[config.mk]
export PLATFORM = sky130hd
export DESIGN_NAME = alu_exec_ctrl
export DESIGN_NICKNAME = d
export VERILOG_FILES = /design/src/rtl/alu_exec_ctrl.sv
export SDC_FILE = /design/constraint.sdc
export NUM_CORES = 1
export LEC_CHECK = 0
export BUFFER_PORTS_ARGS = -buffer_cell sky130_fd_sc_hd__clkbuf_2
export CORE_MARGIN = 10
export CORE_UTILIZATION = 45
export DETAILED_ROUTE_END_ITERATION = 10
export PLACE_DENSITY_LB_ADDON = 0.15
export SETUP_SLACK_MARGIN = 0.05
export SYNTH_ARGS = -nofsm -noshare
export SYNTH_HDL_FRONTEND = slang
export SYNTH_SLANG_ARGS = --single-unit
[constraint.sdc]
create_clock -name clk -period 1.3 [get_ports clk]
set_input_delay 0.065 -clock clk [delete_from_list [all_inputs] [get_ports clk]]
set_output_delay 0.065 -clock clk [all_outputs]
set_load 0.02 [all_outputs]
[src/rtl/alu_exec_ctrl.sv]
// alu_exec_ctrl: accepts one ALU instruction at a time and drives registered
// operands to an external combinational ALU. It writes the ALU result back
// into a four-entry register file and pulses done for one cycle.
// Each instruction passes through three states: IDLE -> EXEC -> DONE -> IDLE.
// Optional feature: define ALU_EXEC_FLAGS_EN to track the zero and negative
// flags of the last written result. Without it, flag_z and flag_n read 0.

// One general register. It resets to RESET_VAL and loads d when we is high.
module alu_exec_reg #(
    parameter logic [7:0] RESET_VAL = 8'h00
) (
    input  logic       clk,
    input  logic       rst,
    input  logic       we,
    input  logic [7:0] d,
    output logic [7:0] q
);

    // Reset has priority, so a writeback that collides with reset is dropped.
    always_ff @(posedge clk) begin
        if (rst)     q <= RESET_VAL;
        else if (we) q <= d;
    end

endmodule

module alu_exec_ctrl #(
    parameter logic [7:0] REG_RESET_VAL = 8'h00
) (
    input  logic       clk,
    input  logic       rst,
    input  logic       instr_valid,
    output logic       instr_ready,
    input  logic [2:0] instr_op,
    input  logic [1:0] instr_rd,
    input  logic [1:0] instr_rs,
    input  logic       instr_imm_sel,
    input  logic [7:0] instr_imm,
    output logic [7:0] alu_a,
    output logic [7:0] alu_b,
    output logic [2:0] alu_op,
    input  logic [7:0] alu_result,
    output logic       done,
    output logic       flag_z,
    output logic       flag_n,
    input  logic [1:0] dbg_sel,
    output logic [7:0] dbg_data
);

    localparam int NUM_REGS = 4;

    typedef enum logic [1:0] {
        IDLE = 2'd0,
        EXEC = 2'd1,
        DONE = 2'd2
    } state_t;

    state_t                        state, state_nxt;
    logic                          accept;
    logic                          wb_en;
    logic [1:0]                    rd_q;
    logic [NUM_REGS-1:0]           reg_we;
    logic [NUM_REGS-1:0][7:0]      regs;

    assign accept = instr_valid && instr_ready;

    // State register. Reset returns to IDLE from any state, including EXEC.
    always_ff @(posedge clk) begin
        if (rst) state <= IDLE;
        else     state <= state_nxt;
    end

    // Next-state and handshake outputs. Ready is held low while reset is asserted.
    // done is high for the single DONE cycle that follows the writeback edge.
    always_comb begin
        state_nxt   = state;
        instr_ready = 1'b0;
        done        = 1'b0;
        wb_en       = 1'b0;
        case (state)
            IDLE: begin
                instr_ready = !rst;
                if (instr_valid && !rst) state_nxt = EXEC;
            end
            EXEC: begin
                wb_en     = 1'b1;
                state_nxt = DONE;
            end
            DONE: begin
                done      = 1'b1;
                state_nxt = IDLE;
            end
            default: state_nxt = IDLE;
        endcase
    end

    // Latch the operands, the opcode and the destination register on accept.
    // They hold their values until the next accept.
    // rd and rs read the same pre-write value when they are equal, because the
    // previous writeback has always completed before the next accept.
    always_ff @(posedge clk) begin
        if (rst) begin
            alu_a  <= 8'h00;
            alu_b  <= 8'h00;
            alu_op <= 3'b000;
            rd_q   <= 2'd0;
        end else if (accept) begin
            alu_a  <= regs[instr_rd];
            alu_b  <= instr_imm_sel ? instr_imm : regs[instr_rs];
            alu_op <= instr_op;
            rd_q   <= instr_rd;
        end
    end

    // Decode the writeback enable to the latched destination register.
    always_comb begin
        reg_we = '0;
        if (wb_en) reg_we[rd_q] = 1'b1;
    end

    // Register file: one instance per register.
    // The ALU result is written modulo 256 and the carry is not kept.
    genvar gi;
    generate
        for (gi = 0; gi < NUM_REGS; gi++) begin : g_reg
            alu_exec_reg #(
                .RESET_VAL (REG_RESET_VAL)
            ) u_reg (
                .clk (clk),
                .rst (rst),
                .we  (reg_we[gi]),
                .d   (alu_result),
                .q   (regs[gi])
            );
        end
    endgenerate

    // Debug port: combinational read, so a write is visible in the cycle after the write edge.
    assign dbg_data = regs[dbg_sel];

`ifdef ALU_EXEC_FLAGS_EN
    // Flags are captured on the writeback edge and held until the next writeback or reset.
    always_ff @(posedge clk) begin
        if (rst) begin
            flag_z <= 1'b0;
            flag_n <= 1'b0;
        end else if (wb_en) begin
            flag_z <= (alu_result == 8'h00);
            flag_n <= alu_result[7];
        end
    end
`else
    assign flag_z = 1'b0;
    assign flag_n = 1'b0;
`endif

endmodule

==> Word-level counts from Yosys, hierarchy flattened <==
Cells that the tools add are included.
{ "totals": {"ff_bits": 55} }
{ "op_classes": {"order_cmp": 5, "n_eq_ne": 3, "mux": 15, "reduce_logical": 5} }
{ "op_table": {"columns": ["operator", "count"], "rows": [
  ["binary-select mux 8 bit (select 2 bit)", 3],
  ["2-to-1 mux 8 bit", 4],
  ["less-than comparator 2 x 3 -> 1 bit (second input constant)", 4],
  ["2-to-1 mux 1 bit", 4],
  ["2-to-1 mux 4 bit", 1],
  ["case mux 2 bit (2 select lines)", 1],
  ["logical AND 1 bit", 3],
  ["demux 1 bit (select 2 bit)", 1],
  ["equality test 2 x 1 -> 1 bit (second input constant)", 1],
  ["equality test 2 bit (second input constant)", 1],
  [">= comparator 2 x 1 -> 1 bit (second input constant)", 1],
  ["logical NOT 2 bit", 1],
  ["2-to-1 mux 2 bit", 1],
  ["inequality test 2 bit (second input constant)", 1],
  ["logical NOT 1 bit", 1]
]} }

==> Depth between registers and ports, before layout <==
Gate-level depths: netlist of the first run.
{ "logic_depth": {"ltp_word": 5, "depth_mapped": 6, "mapped_depth_nobuf": 4} }

==> Cells and area by module <==
Synthesis of the first run repeated with hierarchy kept, for this count alone.
{ "unflattened": {"cells_unflattened": 260, "hier_area_um2": 2738.9} }
{ "by_module_without_submodules": {"columns": ["mod", "instances", "cells_per_inst", "area_each_um2"], "rows": [
  ["alu_exec_ctrl", 1, 156, 1597.8],
  ["alu_exec_reg", 4, 26, 285.3]
]} }

==> Worst setup path before layout of the first run <==
No wires, ideal clock.
{ "synth_timing": {"path_kind": "register -> register", "start": "register state[1]", "end": "register alu_b[6]", "arrival_time_ps": 1308, "required_time_ps": 1177, "path_slack_ps": -131, "stages_incl_launch_ff": 6, "path_buffers": 2, "period_less_slack_ps": 1431, "path_cell_list": "dfxtp_1 -> buf_6 -> or4b_4 -> buf_2 -> a21oi_1 -> a21oi_1"} }
{ "synth_between": {"elab_chain_len": 3} }
{ "synth_rtl": {"columns": ["element", "line_no", "rtl"], "rows": [
  ["start: declaration", "58", "state_t state, state_nxt;"],
  ["start signal: assignment", "70", "else state <= state_nxt;"],
  ["logical NOT 2 bit", "80", "case (state)"],
  ["2-to-1 mux 1 bit", "80", null],
  ["logical AND 1 bit", "65", "assign accept = instr_valid && instr_ready;"],
  ["end signal: assignment", "109", "alu_b <= instr_imm_sel ? instr_imm : regs[instr_rs];"],
  ["end: declaration", "40", "output logic [7:0] alu_b,"]
]} }
No other way between the ends.
A chain may end at the register's enable or synchronous reset.

==> Worst setup path after layout of the first run <==
{ "layout_timing": {"start": "register state[0]", "end": "register alu_b[7]"} }
The elaborated chain is that of the path after synthesis.

==> flow_metrics.tcl, run 1 <==
set metrics [dict create \
    dieWidth_um 97.84 \
    syn_inst 278 \
    worst-path-buf-inv 1 \
    ant_nets 0 \
    wl_per_cell_um 18.48 \
    ys_ff_latch 55 \
    utilization_pct 68.20 \
    setup_ws_ps -149.0 \
    cp_slowest_stage_delay_ps 630 \
    cts_sinks 55 \
    clk_pin_slew_ps 100 \
    hold_viol 0 \
    arrival_ps 1660 \
    grt_overflow 0 \
    grt_pass1_wl_mm 13.05 \
    die_area_um2 9572 \
    maxCapViolCount 0 \
    cts-htree-levels 2 \
    powerDensity_nw_per_um2 838.4 \
    viasPerCell 5.433 \
    cp_max_fo 5 \
    critPathLaunchType "register" \
    worstMarginPinSlew_ps 1162 \
    holdWs_ps 14.64 \
    io_buffers 57 \
    antenna_found_initial 0 \
    seq_area_um2 1151 \
    status "complete, but fails checks" \
    area_growth_pct 47.22 \
    drtPass1Iterations 4 \
    path_class "reg2reg" \
    post-route-period-util_pct 111.5 \
    crit_required_ps 1510 \
    dp_slack_ps -122.6 \
    fillers 445 \
    path_cells "or4b_4 > clkbuf_16 > a21oi_2 > a21oi_1" \
    peakVddDrop_mv 0.4767 \
    routed_wl_mm 8.612 \
    relSlewSlack_pct 22.37 \
    core-area_um2 5886 \
    total_power_mw 3.365 \
    end_kind "register" \
    critPathSlowestCell "or4b_4" \
    min_period_ps 1449 \
    synth_cell_type_count 28 \
    synth_area_um2 2726 \
    multi_input_area_um2 1633 \
    place_area_um2 3266 \
    drive_gt1_share_pct 62.66 \
    drc 0 \
    grt_setup_unrepaired "yes" \
    power_leakage_nw 1.634 \
    dpl.cell_count 418 \
    final_nets 419 \
    grt_max_degree 49 \
    root_buffer "clkbuf_8" \
    io_pins 60 \
    fmax_mhz 690.1 \
    ys_warn_count 0 \
    dp_hpwl_mm 5.691 \
    num_rows 28 \
    final_cells 466 \
    clk_latency_ps 310 \
    fin_area_um2 4014 \
    num_antenna_cells 0 \
    drt_iter0_drc 163 \
    die_h_um 97.84 \
    cts_buffers 5 \
    cts_buffer_depth 2 \
    hold_class "in2reg" \
    violations "setup timing" \
    start_util_pct 46.32 \
    seq_area_frac_synth_pct 40.39 \
    clock_skew_ps 9.182 \
    cts_tree "yes" \
    finalSetupViolCount 54 \
    syn_avg_cell_area_um2 9.807 \
    setup_tns_ps -4582 \
    grt_use_total_pct 16.62 \
    routed-via-count 2532 \
    slew_viol_final 0 \
    place_congestion 0.8827 \
    cp_top_family "simple AND/OR/NAND/NOR gates" \
    grt_pass1_vias 2486 \
]
[worst paths after layout]
path / start / end / slack [ps] / cells after the start
min: alu_result[4] / g_reg[3].u_reg.q[4]$_SDFFE_PP0P_ / 10 / 3
max: state[0]$_SDFFE_PP0P_ / alu_b[7]$_SDFFE_PP0P_ / -150 / 4
min reg2reg: alu_op[1]$_SDFFE_PP0P_ / alu_op[1]$_SDFFE_PP0P_ / 460 / 2
max reg2reg: state[0]$_SDFFE_PP0P_ / alu_b[7]$_SDFFE_PP0P_ / -150 / 4
[synth_stat cells, drive strengths merged]
cell	count	share of area, %
a21oi	53	11
a22oi	8	2.2
and4b	1	0.37
buf	15	3.7
clkbuf	10	1.4
clkinv	1	0.18
conb	1	0.14
dfxtp	55	40
inv	1	0.14
mux2	16	6.6
mux2i	16	5.9
mux4	16	13
nand2	58	8.8
nand4b	1	0.32
nor2	17	2.3
nor2b	2	0.46
nor3	1	0.18
nor3b	1	0.28
nor4b	1	0.55
nor4bb	2	0.73
or4b	2	0.87
[flip-flops by register name (all words and copies together), names as in the netlist]
register,cells
alu_a,8
rd_q,2
state,2
g.u_reg.q,32
alu_b,8
alu_op,3
[tightest hold or removal path: stages]
cell      delay [ps]
clkbuf_2         110
nand2_1           60
a21oi_1           50
[repair_timing]
item / 4_1_cts / 5_1_grt
buffers inserted: 30 / 3
hold endpoints to repair: 3 / 0
pin swaps: 3 / 2
hold buffers: 3 / 0
gates cloned: 0 / 4
resized for setup: 74 / 36
endpoints found under the setup margin: 55 / 64
[layout make-up]
type | instances | area share [%]
well taps | 75 | 2.338
flip-flops and latches | 55 | 28.68
inverters | 2 | 0.4988
multi-input cells | 198 | 40.68
clock inverters | 3 | 0.3741
repair inverters | 2 | 0.6234
clock buffers | 5 | 1.714
repair buffers | 126 | 25.09
[where the power goes]
| part | switching, mW | internal (mW) | leakage [nW] | total [mW] |
|---|---|---|---|---|
| combinational | 0.354 | 0.308 | 1.12 | 0.662 |
| sequential | 0.0353 | 1.74 | 0.465 | 1.78 |
| clock | 0.557 | 0.371 | 0.0477 | 0.928 |
| total | 0.946 | 2.42 | 1.63 | 3.37 |
[cells by family (layout without fill, tap and decap cells)]
logic type / count (synthesis) / in the layout / synth area share, %
compound gates: 61 / 61 / 13.45
buf+inv: 27 / 138 / 5.415
mux: 48 / 48 / 25.70
other cells: 1 / 2 / 0.1375
flops: 55 / 55 / 40.39
simple gates: 86 / 87 / 14.91
[cell usage in the layout (no fill, tap or decap), drive strengths merged]
| cell type | Yosys | final |
|---|---|---|
| buf | 15 | 74 |
| nand2 | 58 | 58 |
| dfxtp | 55 | 55 |
| clkbuf | 10 | 54 |
| a21oi | 53 | 53 |
| nor2 | 17 | 17 |
| mux4 | 16 | 16 |
| mux2i | 16 | 16 |
| mux2 | 16 | 16 |
| a22oi | 8 | 8 |
| clkinv | 1 | 5 |
| or4b | 2 | 3 |
| dlygate4sd3 | 0 | 3 |
| nor4bb | 2 | 2 |
| conb | 1 | 2 |
| nor2b | 2 | 2 |
| inv | 1 | 2 |
| nor3 | 1 | 1 |
| nor4b | 1 | 1 |
| and4b | 1 | 1 |
| nand4b | 1 | 1 |
| nor3b | 1 | 1 |
[metal layers]
layer	wire length (um)	track usage [%]	vias to the layer above
li1	-	-	1203
met1	3501	20.56	1217
met2	4336	27.77	98
met3	569	3.665	14
met4	204	5.705	0
met5	0	0	-
No activity file was read; power rests on OpenSTA's default activity.
==> inputs of run 2 (changes only) <==
Settings changed: RECOVER_POWER from default to 50.
==> flow_metrics.tcl, run 2 (synthesis gave the netlist of run 1 again) <==
set metrics [dict create \
    status "complete, but fails checks" \
    violations "setup timing" \
    cts_buffers 5 \
    root_buffer "clkbuf_8" \
    clk_pin_slew_ps 100 \
    cp_max_fo 5 \
    largest_reg_flops 32 \
    ant_nets 0 \
    timing.rr.start "state[0]$_SDFFE_PP0P_" \
    area_growth_pct 46.90 \
    hold_class "in2reg" \
    place_congestion 0.8827 \
    min_to "g_reg[3].u_reg.q[4]$_SDFFE_PP0P_" \
    arrival_ps 1660 \
    wl_per_cell_um 18.50 \
    top_register "g.u_reg.q" \
    drt_iter0_drc 163 \
    viasPerCell 5.423 \
    critPathLaunchType "register" \
    grt_pass1_wl_mm 13.05 \
    dpl.cell_count 418 \
    final_cell_mix "buf_4, nand2_1, clkbuf_2, dfxtp_2, a21oi_1" \
    crit_required_ps 1510 \
    peakVddDrop_mv 0.4754 \
    largestRegisters "g.u_reg.q x32, alu_a x8, alu_b x8" \
    critPathSlowestCell "or4b_4" \
    reg2reg_depth 4 \
    grt_use_total_pct 16.62 \
    drtPass1Iterations 4 \
    dieWidth_um 97.84 \
    finalSetupViolCount 54 \
    slew_viol_final 0 \
    relSlewSlack_pct 22.37 \
    post-route-period-util_pct 111.6 \
    clk_latency_ps 310 \
    setup_ws_ps -150.3 \
    cts-htree-levels 2 \
    final_nets 419 \
    start_util_pct 46.32 \
    path_class "reg2reg" \
    cts_buffer_depth 2 \
    antenna_found_initial 0 \
    end_kind "register" \
    grt_max_degree 49 \
    min_period_ps 1450 \
    r2r-end "alu_b[7]$_SDFFE_PP0P_" \
    drc 0 \
    die_area_um2 9572 \
    cts_tree "yes" \
    powerDensity_nw_per_um2 839.4 \
    cp_slowest_stage_delay_ps 630 \
    hold_depth 3 \
    cts_sinks 55 \
    drive_gt1_share_pct 60.87 \
    grt_pass1_vias 2486 \
    maxCapViolCount 0 \
    fmax_mhz 689.5 \
    ff2ff_setup_slack_ps -150 \
    fillers 452 \
    num_rows 28 \
    routed_wl_mm 8.621 \
    hold_viol 0 \
    final_cells 466 \
    routed-via-count 2527 \
    layout_commonest_cell "buf_4" \
    core-area_um2 5886 \
    io_buffers 57 \
    setup_tns_ps -4594 \
    dp_hpwl_mm 5.691 \
    num_antenna_cells 0 \
    power_leakage_nw 1.610 \
    clock_skew_ps 8.677 \
    grt_overflow 0 \
    die_h_um 97.84 \
    total_power_mw 3.362 \
    min-delay-start "alu_result[4]" \
    io_pins 60 \
    grt_setup_unrepaired "yes" \
    path_cells "or4b_4 > clkbuf_16 > a21oi_2 > a21oi_1" \
    worstMarginPinSlew_ps 1162 \
]
run 2: cell counts in the layout (fill, tap and decap cells not counted):
Identical to the previous run, type by type.
run 2: metrics by stage:
| step | area [um2] | setup slack (ps) | hold slack (ps) | util [%] |
|---|---|---|---|---|
| floorplan | 2794 | -95.09 | 201.0 | - |
| detailed placement | 3266 | -122.6 | 296.7 | 55.48 |
| global route | 4005 | -200.8 | 11.31 | 68.05 |
| CTS | 3825 | -112.6 | 7.229 | 64.99 |
| finish | 4005 | -150.3 | 14.71 | 68.05 |
| global placement | 3266 | -113.5 | 290.3 | 55.48 |
run 2: layout make-up:
| cell class | count | area [um2] | share of cell area (%) |
|---|---|---|---|
| clock buffers | 5 | 68.82 | 1.718 |
| multi-input cells | 198 | 1633 | 40.77 |
| repair buffers | 126 | 998.5 | 24.93 |
| flip-flops and latches | 55 | 1151 | 28.74 |
| clock inverters | 3 | 15.01 | 0.3749 |
| inverters | 2 | 20.02 | 0.4998 |
| repair inverters | 2 | 25.02 | 0.6248 |
| well taps | 75 | 93.84 | 2.343 |
run 2: worst max-delay path by stage:
| stage | cells past startpoint | slack, ps | endpoint | from |
|---|---|---|---|---|
| global route | 4 | -200 | alu_b[7]$_SDFFE_PP0P_ | state[0]$_SDFFE_PP0P_ |
| finish | 4 | -150 | alu_b[7]$_SDFFE_PP0P_ | state[0]$_SDFFE_PP0P_ |
| floorplan | 5 | -100 | alu_b[6]$_SDFFE_PP0P_ | state[0]$_SDFFE_PP0P_ |
| detailed placement | 4 | -120 | alu_b[3]$_SDFFE_PP0P_ | state[0]$_SDFFE_PP0P_ |
| global placement | 4 | -110 | alu_a[5]$_SDFFE_PP0P_ | state[0]$_SDFFE_PP0P_ |
| CTS | 4 | -110 | alu_b[3]$_SDFFE_PP0P_ | state[0]$_SDFFE_PP0P_ |
run 2: repair_timing:
item	4_1_cts	5_1_grt
gates resized for setup	74	36
hold buffers	3	0
endpoints found under the hold margin	3	0
cloned	0	4
pin swaps	3	2
setup endpoints to repair	55	64
buffers inserted	30	3
run 2: metal layers:
layer,routed length [um],global-route usage [%],vias to the layer above
li1,-,-,1203
met4,204,5.705,0
met5,0,0,-
met2,4326,27.77,99
met1,3499,20.56,1211
met3,590,3.665,14
run 2: power by group:
group          switching (mW)  total [mW]  internal (mW)
registers              0.0353        1.78           1.74
logic                   0.354       0.660          0.306
clock network           0.556       0.927          0.371
run 2: critical path, delay by kind of cell, from the launching register on:
| family | cells | cell delay (ps) |
|---|---|---|
| simple gates | 1 | 630 |
| flops | 1 | 350 |
| buf+inv | 1 | 190 |
| compound gates | 2 | 170 |
